===== config.mk =====
export PLATFORM = sky130hd
export DESIGN_NAME = buzzer_sequencer
export DESIGN_NICKNAME = d
export VERILOG_FILES = /design/src/rtl/buzzer_pkg.sv /design/src/rtl/buzzer_tone_gen.sv /design/src/rtl/buzzer_sequencer.sv
export SDC_FILE = /design/constraint.sdc
export NUM_CORES = 1
export LEC_CHECK = 0
export ABC_AREA = 1
export CAP_MARGIN = 0
export CORE_ASPECT_RATIO = 1.75
export CORE_MARGIN = 1.5
export CORE_UTILIZATION = 38
export CTS_CLUSTER_DIAMETER = 40
export CTS_CLUSTER_SIZE = 24
export DETAILED_ROUTE_END_ITERATION = 6
export PLACE_DENSITY = 0.64
export SETUP_SLACK_MARGIN = 0.2
export SYNTH_ARGS = -nofsm -noshare
export SYNTH_HDL_FRONTEND = slang
export SYNTH_SLANG_ARGS = --single-unit

===== constraint.sdc =====
create_clock -name CLK -period 5.8 [get_ports CLK]
set_input_delay 1.16 -clock CLK [delete_from_list [all_inputs] [get_ports CLK]]
set_output_delay 1.16 -clock CLK [all_outputs]
set_load 0.02 [all_outputs]

===== src/rtl/buzzer_pkg.sv =====
// Shared types and default tone tables for the buzzer sequencer.
package buzzer_pkg;

    typedef enum logic [1:0] {
        ST_IDLE = 2'd0,
        ST_TONE = 2'd1,
        ST_GAP  = 2'd2
    } state_t;

    localparam int unsigned DEF_N_CH     = 4;
    localparam int unsigned DEF_HP_W     = 17;
    localparam int unsigned DEF_DUR_W    = 10;
    localparam int unsigned DEF_REP_W    = 4;
    localparam int unsigned DEF_TICK_DIV = 50000;

    localparam logic [DEF_HP_W-1:0] HALF_ANSWER   = 17'd95419;
    localparam logic [DEF_HP_W-1:0] HALF_TIMEOVER = 17'd50607;

    // Channel 0 sits in the least significant field of each table.
    localparam logic [DEF_N_CH*DEF_HP_W-1:0] DEF_CH_HALF =
        {HALF_TIMEOVER, HALF_ANSWER, HALF_TIMEOVER, HALF_ANSWER};
    localparam logic [DEF_N_CH*DEF_DUR_W-1:0] DEF_CH_ON =
        {10'd500, 10'd200, 10'd150, 10'd100};
    localparam logic [DEF_N_CH*DEF_DUR_W-1:0] DEF_CH_OFF =
        {10'd250, 10'd100, 10'd100, 10'd100};
    localparam logic [DEF_N_CH*DEF_REP_W-1:0] DEF_CH_REP =
        {4'd1, 4'd3, 4'd2, 4'd1};

endpackage


===== src/rtl/buzzer_tone_gen.sv =====
// Square-wave generator: toggles wave every half+1 enabled cycles, idles high.
module buzzer_tone_gen #(
    parameter int unsigned HP_W = 17
) (
    input  logic            clk,
    input  logic            rst_n,
    input  logic            enable,
    input  logic            clear,
    input  logic [HP_W-1:0] half,
    output logic            wave
);

    logic [HP_W-1:0] cnt;

    always_ff @(posedge clk or negedge rst_n) begin
        if (!rst_n) begin
            cnt  <= '0;
            wave <= 1'b1;
        end else if (!enable || clear) begin
            cnt  <= '0;
            wave <= 1'b1;
        end else if (cnt == half) begin
            cnt  <= '0;
            wave <= ~wave;
        end else begin
            cnt  <= cnt + HP_W'(1);
        end
    end

endmodule


===== src/rtl/buzzer_sequencer.sv =====
// Prioritised multi-channel buzzer pattern player (tone bursts, gaps, repeats).
module buzzer_sequencer
    import buzzer_pkg::*;
#(
    parameter int unsigned N_CH     = DEF_N_CH,
    parameter int unsigned HP_W     = DEF_HP_W,
    parameter int unsigned TICK_DIV = DEF_TICK_DIV,
    parameter int unsigned DUR_W    = DEF_DUR_W,
    parameter int unsigned REP_W    = DEF_REP_W,
    parameter logic [N_CH*HP_W-1:0]  CH_HALF = DEF_CH_HALF,
    parameter logic [N_CH*DUR_W-1:0] CH_ON   = DEF_CH_ON,
    parameter logic [N_CH*DUR_W-1:0] CH_OFF  = DEF_CH_OFF,
    parameter logic [N_CH*REP_W-1:0] CH_REP  = DEF_CH_REP,
    localparam int unsigned CH_W = (N_CH > 1) ? $clog2(N_CH) : 1
) (
    input  logic            CLK,
    input  logic            RST_n,
    input  logic [N_CH-1:0] Req,
    input  logic            Stop,
    output logic            Buzzer_Out,
    output logic            Busy,
    output logic [CH_W-1:0] Active_Ch
);

    localparam int unsigned PRE_W = (TICK_DIV > 1) ? $clog2(TICK_DIV) : 1;

    state_t            state, nstate;
    logic [N_CH-1:0]   req_q, req_edge, pending, npend, lower, masked;
    logic              armed, entry, busy_q, tick_last, on_done, off_done, seg_done;
    logic [CH_W-1:0]   ch, nch, cand;
    logic [REP_W-1:0]  rep, nrep, rep_cand;
    logic [PRE_W-1:0]  pre;
    logic [DUR_W-1:0]  tick, on_cur, off_cur, on_cand;
    logic [HP_W-1:0]   half_cur;

    function automatic logic [CH_W-1:0] lowest_set(input logic [N_CH-1:0] v);
        logic [CH_W-1:0] idx;
        idx = '0;
        for (int i = int'(N_CH) - 1; i >= 0; i--) begin
            if (v[i]) idx = CH_W'(i);
        end
        return idx;
    endfunction

    // Edge detection is held off for one cycle after reset so a level held through reset is ignored.
    always_comb begin
        req_edge = Req & ~req_q & {N_CH{armed}};
        for (int i = 0; i < int'(N_CH); i++) begin
            lower[i] = (CH_W'(i) < ch);
        end
        masked    = (state == ST_IDLE) ? pending : (pending & lower);
        cand      = lowest_set(masked);
        on_cand   = CH_ON[cand*DUR_W +: DUR_W];
        rep_cand  = CH_REP[cand*REP_W +: REP_W];
        on_cur    = CH_ON[ch*DUR_W +: DUR_W];
        off_cur   = CH_OFF[ch*DUR_W +: DUR_W];
        half_cur  = CH_HALF[ch*HP_W +: HP_W];
        tick_last = (pre == PRE_W'(TICK_DIV - 1));
        on_done   = tick_last && (tick == DUR_W'(on_cur - DUR_W'(1)));
        off_done  = tick_last && (tick == DUR_W'(off_cur - DUR_W'(1)));
        seg_done  = ((state == ST_TONE) && on_done && (off_cur == '0)) ||
                    ((state == ST_GAP) && off_done);
    end

    always_ff @(posedge CLK or negedge RST_n) begin
        if (!RST_n) begin
            state   <= ST_IDLE;
            pending <= '0;
            req_q   <= '0;
            armed   <= 1'b0;
            ch      <= '0;
            rep     <= '0;
            busy_q  <= 1'b0;
        end else begin
            state   <= nstate;
            pending <= npend;
            req_q   <= Req;
            armed   <= 1'b1;
            ch      <= nch;
            rep     <= nrep;
            busy_q  <= (nstate != ST_IDLE);
        end
    end

    // Next state: Stop first, then start/preempt, then segment timing and repeat handling.
    always_comb begin
        nstate = state;
        nch    = ch;
        nrep   = rep;
        npend  = pending | req_edge;
        entry  = 1'b0;
        if (Stop) begin
            nstate = ST_IDLE;
            nch    = '0;
            nrep   = '0;
            npend  = '0;
        end else begin
            case (state)
                ST_IDLE, ST_TONE, ST_GAP: begin
                    if (|masked) npend[cand] = req_edge[cand];
                    if ((|masked) && (on_cand != '0)) begin
                        nstate = ST_TONE;
                        nch    = cand;
                        nrep   = rep_cand;
                        entry  = 1'b1;
                    end else if ((state == ST_TONE) && on_done && (off_cur != '0)) begin
                        nstate = ST_GAP;
                        entry  = 1'b1;
                    end else if (seg_done) begin
                        if (rep == REP_W'(1)) begin
                            nstate = ST_IDLE;
                            nch    = '0;
                            nrep   = '0;
                        end else begin
                            if (rep != '0) nrep = rep - REP_W'(1);
                            nstate = ST_TONE;
                            entry  = 1'b1;
                        end
                    end
                end
                default: begin
                    nstate = ST_IDLE;
                    nch    = '0;
                    nrep   = '0;
                end
            endcase
        end
    end

    // Duration prescaler and tick count, restarted on every state entry.
    always_ff @(posedge CLK or negedge RST_n) begin
        if (!RST_n) begin
            pre  <= '0;
            tick <= '0;
        end else if (entry || (nstate == ST_IDLE)) begin
            pre  <= '0;
            tick <= '0;
        end else if (tick_last) begin
            pre  <= '0;
            tick <= tick + DUR_W'(1);
        end else begin
            pre  <= pre + PRE_W'(1);
        end
    end

    buzzer_tone_gen #(
        .HP_W (HP_W)
    ) u_tone (
        .clk    (CLK),
        .rst_n  (RST_n),
        .enable (nstate == ST_TONE),
        .clear  (entry),
        .half   (half_cur),
        .wave   (Buzzer_Out)
    );

    assign Busy      = busy_q;
    assign Active_Ch = ch;

endmodule


# Word level (Yosys, flattened, before mapping)
# Index checks and enable logic that the tools add are counted.
[totals] register_bits=62 latchBits=0 mem_bits_rw=0 mem_bits_ro=0 in_bits=7 output_inout_bits=4 wordCells=120 mem_count=0
[op_classes] addsub=6 mul=3 div=0 n_lt_le_gt_ge=6 n_eq_ne=12 shift=5 muxes=46 n_bitwise=6 n_reduce_logical=25
[ops] op="40-bit by 7-bit variable part select with 10-bit output, first input constant" count=3
[ops] op="68-bit by 8-bit variable part select with 17-bit output, first input constant" count=1
[ops] op="4-bit two-way mux" count=11
[ops] op="17-bit two-way mux" count=2
[ops] op="16-bit two-way mux" count=2
[ops] op="2-bit two-way mux" count=15
[ops] op="10-bit == test" count=2
[ops] op="10-bit two-way mux" count=2
[ops] op="10-bit nonzero test" count=2
[ops] op="10-bit by 1-bit subtractor with 10-bit output, second input constant" count=2
[ops] op="17-bit by 1-bit adder with 17-bit output, second input constant" count=1
[ops] op="17-bit == test" count=1
[ops] op="16-bit by 1-bit adder with 16-bit output, second input constant" count=1
[ops] op="16-bit == test, second input constant" count=1
[ops] op="16-bit by 5-bit variable part select with 4-bit output, first input constant" count=1
[ops] op="4-bit AND" count=3
[ops] op="4-bit inequality test, second input constant" count=3
[ops] op="1-bit two-way mux" count=11
[ops] op="10-bit by 1-bit adder with 10-bit output, second input constant" count=1
[ops] op="10-bit zero test" count=1
[ops] op="2-bit by 3-bit multiplier with 5-bit output, second input constant" count=2
[ops] op="1-bit logical AND" count=8
[ops] op="2-bit by 5-bit multiplier with 7-bit output, second input constant" count=1
[ops] op="3-bit AND reduction" count=2
[ops] op="22 further kinds" count=30

# Longest topological paths before layout
[depth] word_depth=18 ltp_mapped=18 ltp_nobuf=17

# Modules after synthesis
# From an unflattened synthesis, not the netlist that was laid out.
[hier_totals] cells_unflattened=569 hier_area_um2=4151.5
[modules_own_cells] mod="buzzer_sequencer" n_inst=1 cells_each=400 area_each_um2=2926.6 seq_area_each_um2=1101.1
[modules_own_cells] mod="buzzer_tone_gen" n_inst=1 cells_each=169 area_each_um2=1224.9 seq_area_each_um2=451.7

# Worst setup path before layout
# OpenSTA, ideal clock, no wires.
[synth_path] kind="reg2reg" start="register ch[0] (netlist: Active_Ch[0])" end="register pre[11]" setup_time_ns=0.124 t_arrival_ns=2.212 required_ns=5.676 setup_slack_ns=3.463 stages_incl_launch_ff=18 n_path_buf=1 period_less_slack_ns=2.337 path_cell_list="dfrtp_1 > ha_1 > inv_1 > ha_1 > inv_1 > nand2_1 > nand2_1 > nor2_1 > nand2_1 > nor2_2 > nand2_1 > nand3_1 > nand2_1 > inv_2 > nand2_8 > nand2_8 > buf_12 > nor2_4"
[synth_via] elab_chain_len=17 elab_cells_between_ends=44 cone_classes="add/sub (2); mul (2); order compare (4); eq/ne (2); shift (3); mux (16); bitwise (1); reduce/logical (14)"
[synth_lines] element="from (decl)" line="buzzer_sequencer.sv:30" text="logic [CH_W-1:0] ch, nch, cand;"
[synth_lines] element="from (signal assigned)" line="buzzer_sequencer.sv:79" text="ch <= nch;"
[synth_lines] element="branches (longest 11 deep; another with 10-bit by 1-bit subtractor with 10-bit output)"
[synth_lines] element="2-bit two-way mux *" line="buzzer_sequencer.sv:101" text="if ((|masked) && (on_cand != '0)) begin"
[synth_lines] element="2-bit two-way mux *" line="buzzer_sequencer.sv:98" text="case (state)"
[synth_lines] element="2-bit two-way mux *" line="buzzer_sequencer.sv:92" text="if (Stop) begin"
[synth_lines] element="net nstate[1]" line="buzzer_sequencer.sv:27" text="state_t state, nstate;"
[synth_lines] element="2-bit zero test *" line="buzzer_sequencer.sv:135" text="end else if (entry || (nstate == ST_IDLE)) begin"
[synth_lines] element="1-bit logical OR *" line="buzzer_sequencer.sv:135"
[synth_lines] element="16-bit two-way mux *" line="buzzer_sequencer.sv:135"
[synth_lines] element="to (signal assigned)" line="buzzer_sequencer.sv:142" text="pre <= pre + PRE_W'(1);"
[synth_lines] element="to (decl)" line="buzzer_sequencer.sv:32" text="logic [PRE_W-1:0] pre;"
# Mark *: on every way through the listed nets, which the timed path passes.
# A chain may end at the register's enable or synchronous reset.

# Final worst setup path
[layout_path] start="register ch[0] (netlist: Active_Ch[0])" end="register u_tone.cnt[8]"
[layout_via] elab_chain_len=18 elab_cells_between_ends=49 cone_classes="add/sub (2); mul (3); order compare (4); eq/ne (4); shift (4); mux (17); bitwise (1); reduce/logical (14)"
[layout_lines] element="branches (longest 17 deep; another with 10-bit by 1-bit subtractor with 10-bit output)"
[layout_lines] element="17-bit two-way mux *" line="buzzer_tone_gen.sv:19" text="end else if (!enable || clear) begin"
[layout_lines] element="to (signal assigned)" line="buzzer_tone_gen.sv:26" text="cnt <= cnt + HP_W'(1);"
[layout_lines] element="to (decl)" line="buzzer_tone_gen.sv:13" text="logic [HP_W-1:0] cnt;"
# Every way passes the cells marked *.

==> flow_metrics.py <==
metrics = {
    "status": {
        "status": "finished clean",
    },
    "floorplanning": {
        "rows": 49,
        "core_sq_mm": 0.0104,
        "start_util_pct": 39.3,
        "chipHeight_microns": 140,
        "die-area_sq_mm": 0.0114,
        "ios": 11,
        "dieWidth_microns": 81.3,
    },
    "drt": {
        "num_vias": 3290,
        "drc": 0,
        "met1_length_microns": 3160,
        "firstDrtPassIters": 5,
        "dr_wl_met2_microns": 4810,
        "viasPerCell": 4.97,
        "met3_length_microns": 280,
        "highest_layer": "met4",
        "wl_microns": 8600,
        "wl_per_cell_microns": 13.0,
        "ant_nets": 0,
        "drt-initial-drc-count": 192,
    },
    "global_routing": {
        "grt_pass1_vias": 3379,
        "gr-total-overflow": 0,
        "gr-usage-all-layers_pct": 16.8,
        "grt_max_degree": 63,
        "grt_pass1_wl_microns": 14700,
        "antenna_found_initial": 0,
    },
    "timing": {
        "report.final.setup_viol": 0,
        "period_share_pct": 48.5,
        "finalCriticalPeriod_ns": 2.81,
        "hold_viol_final": 0,
        "fmax_mhz": 356,
        "relSlewSlack_pct": 47.0,
        "worstMarginPinSlew_ns": 0.795,
        "slew_viol_final": 0,
        "rsz0062_at_grt": "no",
        "setup_tns_ns": 0,
        "finalClockSkew_ns": 0.00817,
    },
    "finish": {
        "final_common_cell": "nand2_1",
        "nNetsFinal": 551,
        "mostFrequentLayoutCells": "nand2_1 (101), nor2_1 (66), dfrtp_1 (61), inv_1 (59), nand3_1 (42)",
        "num_antenna_cells": 0,
        "drive_gt1_share_pct": 15.0,
        "synthToLayoutAreaGrowth_pct": 13.4,
        "final_util_pct": 44.6,
    },
    "synth": {
        "syn-num-nets": 534,
        "synth_edf_count": 0,
        "yosysTopAreaCell": "dfrtp_1",
        "ys_seq_area_share_pct": 38.1,
        "async_flop_share_pct": 100,
        "synth_warnings": 0,
        "mappedNetlistArea_sq_mm": 0.00407,
        "netlist.area_leader.share_pct": 37.5,
        "synth_seq_cells": 62,
        "synthDistinctLibCells": 37,
        "syn_inst": 513,
        "synth.area.top_cells": "dfrtp_1 (37%), nand2_1 (9.3%), nor2_4 (6.6%), nor2_1 (6.1%), inv_1 (5.4%)",
        "ys.flop_type": "dfrtp_1",
        "syn_area_per_cell_sq_um": 7.94,
    },
    "pwr": {
        "switchingPower_mw": 0.350,
        "intPower_mw": 0.977,
        "pwr-share-seq_pct": 35.9,
        "ir_drop_v": 0.000169,
        "power_frac_clock_pct": 47.3,
        "p_leak_nw": 1.98,
        "powerDensity_mw_per_mm2": 287,
        "p_sw_share_pct": 26.4,
        "p_comb_share_pct": 16.8,
    },
    "setup_path": {
        "reg2reg_to": "u_tone.cnt[8]$_DFF_PN0_",
        "cp_max_fo": 14,
        "critPathKind": "flop to flop",
        "rrSetupSlack_ns": 2.99,
        "cp-end-kind": "flop",
        "cp_common_cell": "nor2_1",
        "worst_ep_arrival_time_ns": 3.01,
        "crit_path_cell_trace": "inv_2 -> ha_1 -> nor2_1 -> nor2_1 -> nor4_1 -> nand4_1 -> nand3b_1 -> nor2_1",
        "start_kind": "flop",
        "critPathSlowestCell": "dfrtp_1",
        "reg2reg_from": "Active_Ch[0]$_DFFE_PN0P_",
        "cpPeakStageDelay_ns": 0.59,
        "r2r_cells": 8,
        "critPathRequiredTime_ns": 6.00,
    },
    "cts": {
        "hold_buffers": 0,
        "clock_latency_ns": 0.33,
        "cts-root-buf": "clkbuf_16",
        "cts_buffers": 9,
        "cts_buffer_depth": 2,
        "clk_pin_slew_ns": 0.06,
        "cts_tree": "built",
        "htreeDepth": 3,
        "cts_resized": 0,
        "cts_sinks": 62,
        "cts_setup_buffers": 0,
    },
    "placement": {
        "dp_hpwl_microns": 6350,
        "gp_congestion": 0.853,
        "port_buffers": 10,
    },
    "run": {
        "max_cap_violations": 0,
    },
    "min_path": {
        "whs_path_depth": 2,
        "holdPathEnd": "rep[1]$_DFFE_PN0P_",
        "hold_path.class": "flop to flop",
        "min_from": "rep[1]$_DFFE_PN0P_",
    },
}
synthesized netlist by cell type (3+ instances only):
| cell type | instances |
|---|---|
| nand2_1 | 101 |
| nor2_1 | 66 |
| dfrtp_1 | 61 |
| inv_1 | 59 |
| nand3_1 | 42 |
| nor2_4 | 24 |
| o21ai_0 | 22 |
| xor2_1 | 20 |
| nand4_1 | 16 |
| ha_1 | 14 |
| inv_2 | 12 |
| xnor2_1 | 11 |
| nor3_1 | 8 |
| nor4_1 | 8 |
| nand2_2 | 6 |
| or2_2 | 6 |
| a21oi_1 | 4 |
| nand3b_1 | 4 |
| nor2_2 | 4 |
| nand3_2 | 3 |
metal layers:
| metal | GRT usage, % | vias up |
|---|---|---|
| li1 | - | 1671 |
| met1 | 16.2 | 1524 |
| met2 | 31.0 | 70 |
| met3 | 3.78 | 25 |
| met4 | 10.1 | 0 |
| met5 | 0 | - |
power by group through the flow:
stage               Sequential, mW  Clock [mW]  Combinational, mW
floorplan                    0.482           0              0.177
global placement             0.482           0              0.222
detailed placement           0.484           0              0.225
CTS                          0.477       0.643              0.226
global route                 0.480       0.659              0.255
finish                       0.477       0.627              0.222
per-stage QoR:
| stage | hold slack [ns] | instances | total power [mW] | worst slack (ns) | instance area, sq um |
|---|---|---|---|---|---|
| floorplan | 0.453 | 513 | 0.659 | 3.46 | 4070 |
| global placement | 0.470 | 646 | 0.704 | 2.84 | 4270 |
| detailed placement | 0.487 | 646 | 0.708 | 2.75 | 4270 |
| CTS | 0.498 | 662 | 1.35 | 2.96 | 4620 |
| global route | 0.536 | 662 | 1.39 | 2.69 | 4620 |
| finish | 0.495 | 662 | 1.33 | 2.99 | 4620 |
flip-flops by register name, summed over array words and instances (netlist names):
name,cells
rep,4
pending,4
Busy,1
armed,1
u_tone.cnt,17
tick,10
Active_Ch,2
pre,16
req_q,4
u_tone.wave,1
state,2
worst max-delay path by stage:
stage | start | end | slack (ns) | cells past startpoint
after floorplan | Active_Ch[0]$_DFFE_PN0P_ | pre[11]$_DFF_PN0_ | 3.46 | 17
after CTS | Active_Ch[0]$_DFFE_PN0P_ | u_tone.cnt[8]$_DFF_PN0_ | 2.96 | 8
after global routing | Active_Ch[0]$_DFFE_PN0P_ | u_tone.cnt[8]$_DFF_PN0_ | 2.69 | 8
final | Active_Ch[0]$_DFFE_PN0P_ | u_tone.cnt[8]$_DFF_PN0_ | 2.99 | 8
after global placement | Stop | tick[4]$_DFFE_PN0P_ | 2.84 | 10
after detailed placement | Stop | tick[2]$_DFFE_PN0P_ | 2.75 | 10
area by class of cell:
type	count	area (sq um)
Timing Repair Buffer	11	103
Clock inverter	3	90.1
Tap cell	127	159
Fill cell	1003	5740
Sequential cell	62	1550
Multi-Input combinational cell	374	2180
Clock buffer	13	260
Inverter	72	272
worst max-delay path: cells and delay by family, from the launching register on:
family	cells	cell delay (ns)
AND/OR/NAND/NOR	6	1.56
flip-flops	1	0.59
adder cells (fa/ha/maj)	1	0.29
buffers and inverters	1	0.22
cell families (layout without fill, tap and decap cells):
group / count (synthesis) / count (layout) / share of synthesized area (%)
buffers and inverters: 77 / 99 / 8.33
flip-flops: 62 / 62 / 38.1
other: 1 / 1 / 0.0921
AO/OA/AOI/OAI: 34 / 34 / 4.67
adder cells (fa/ha/maj): 14 / 14 / 4.30
AND/OR/NAND/NOR: 294 / 294 / 37.8
XOR/XNOR: 31 / 31 / 6.67
No activity file was read; power rests on OpenSTA's default activity.
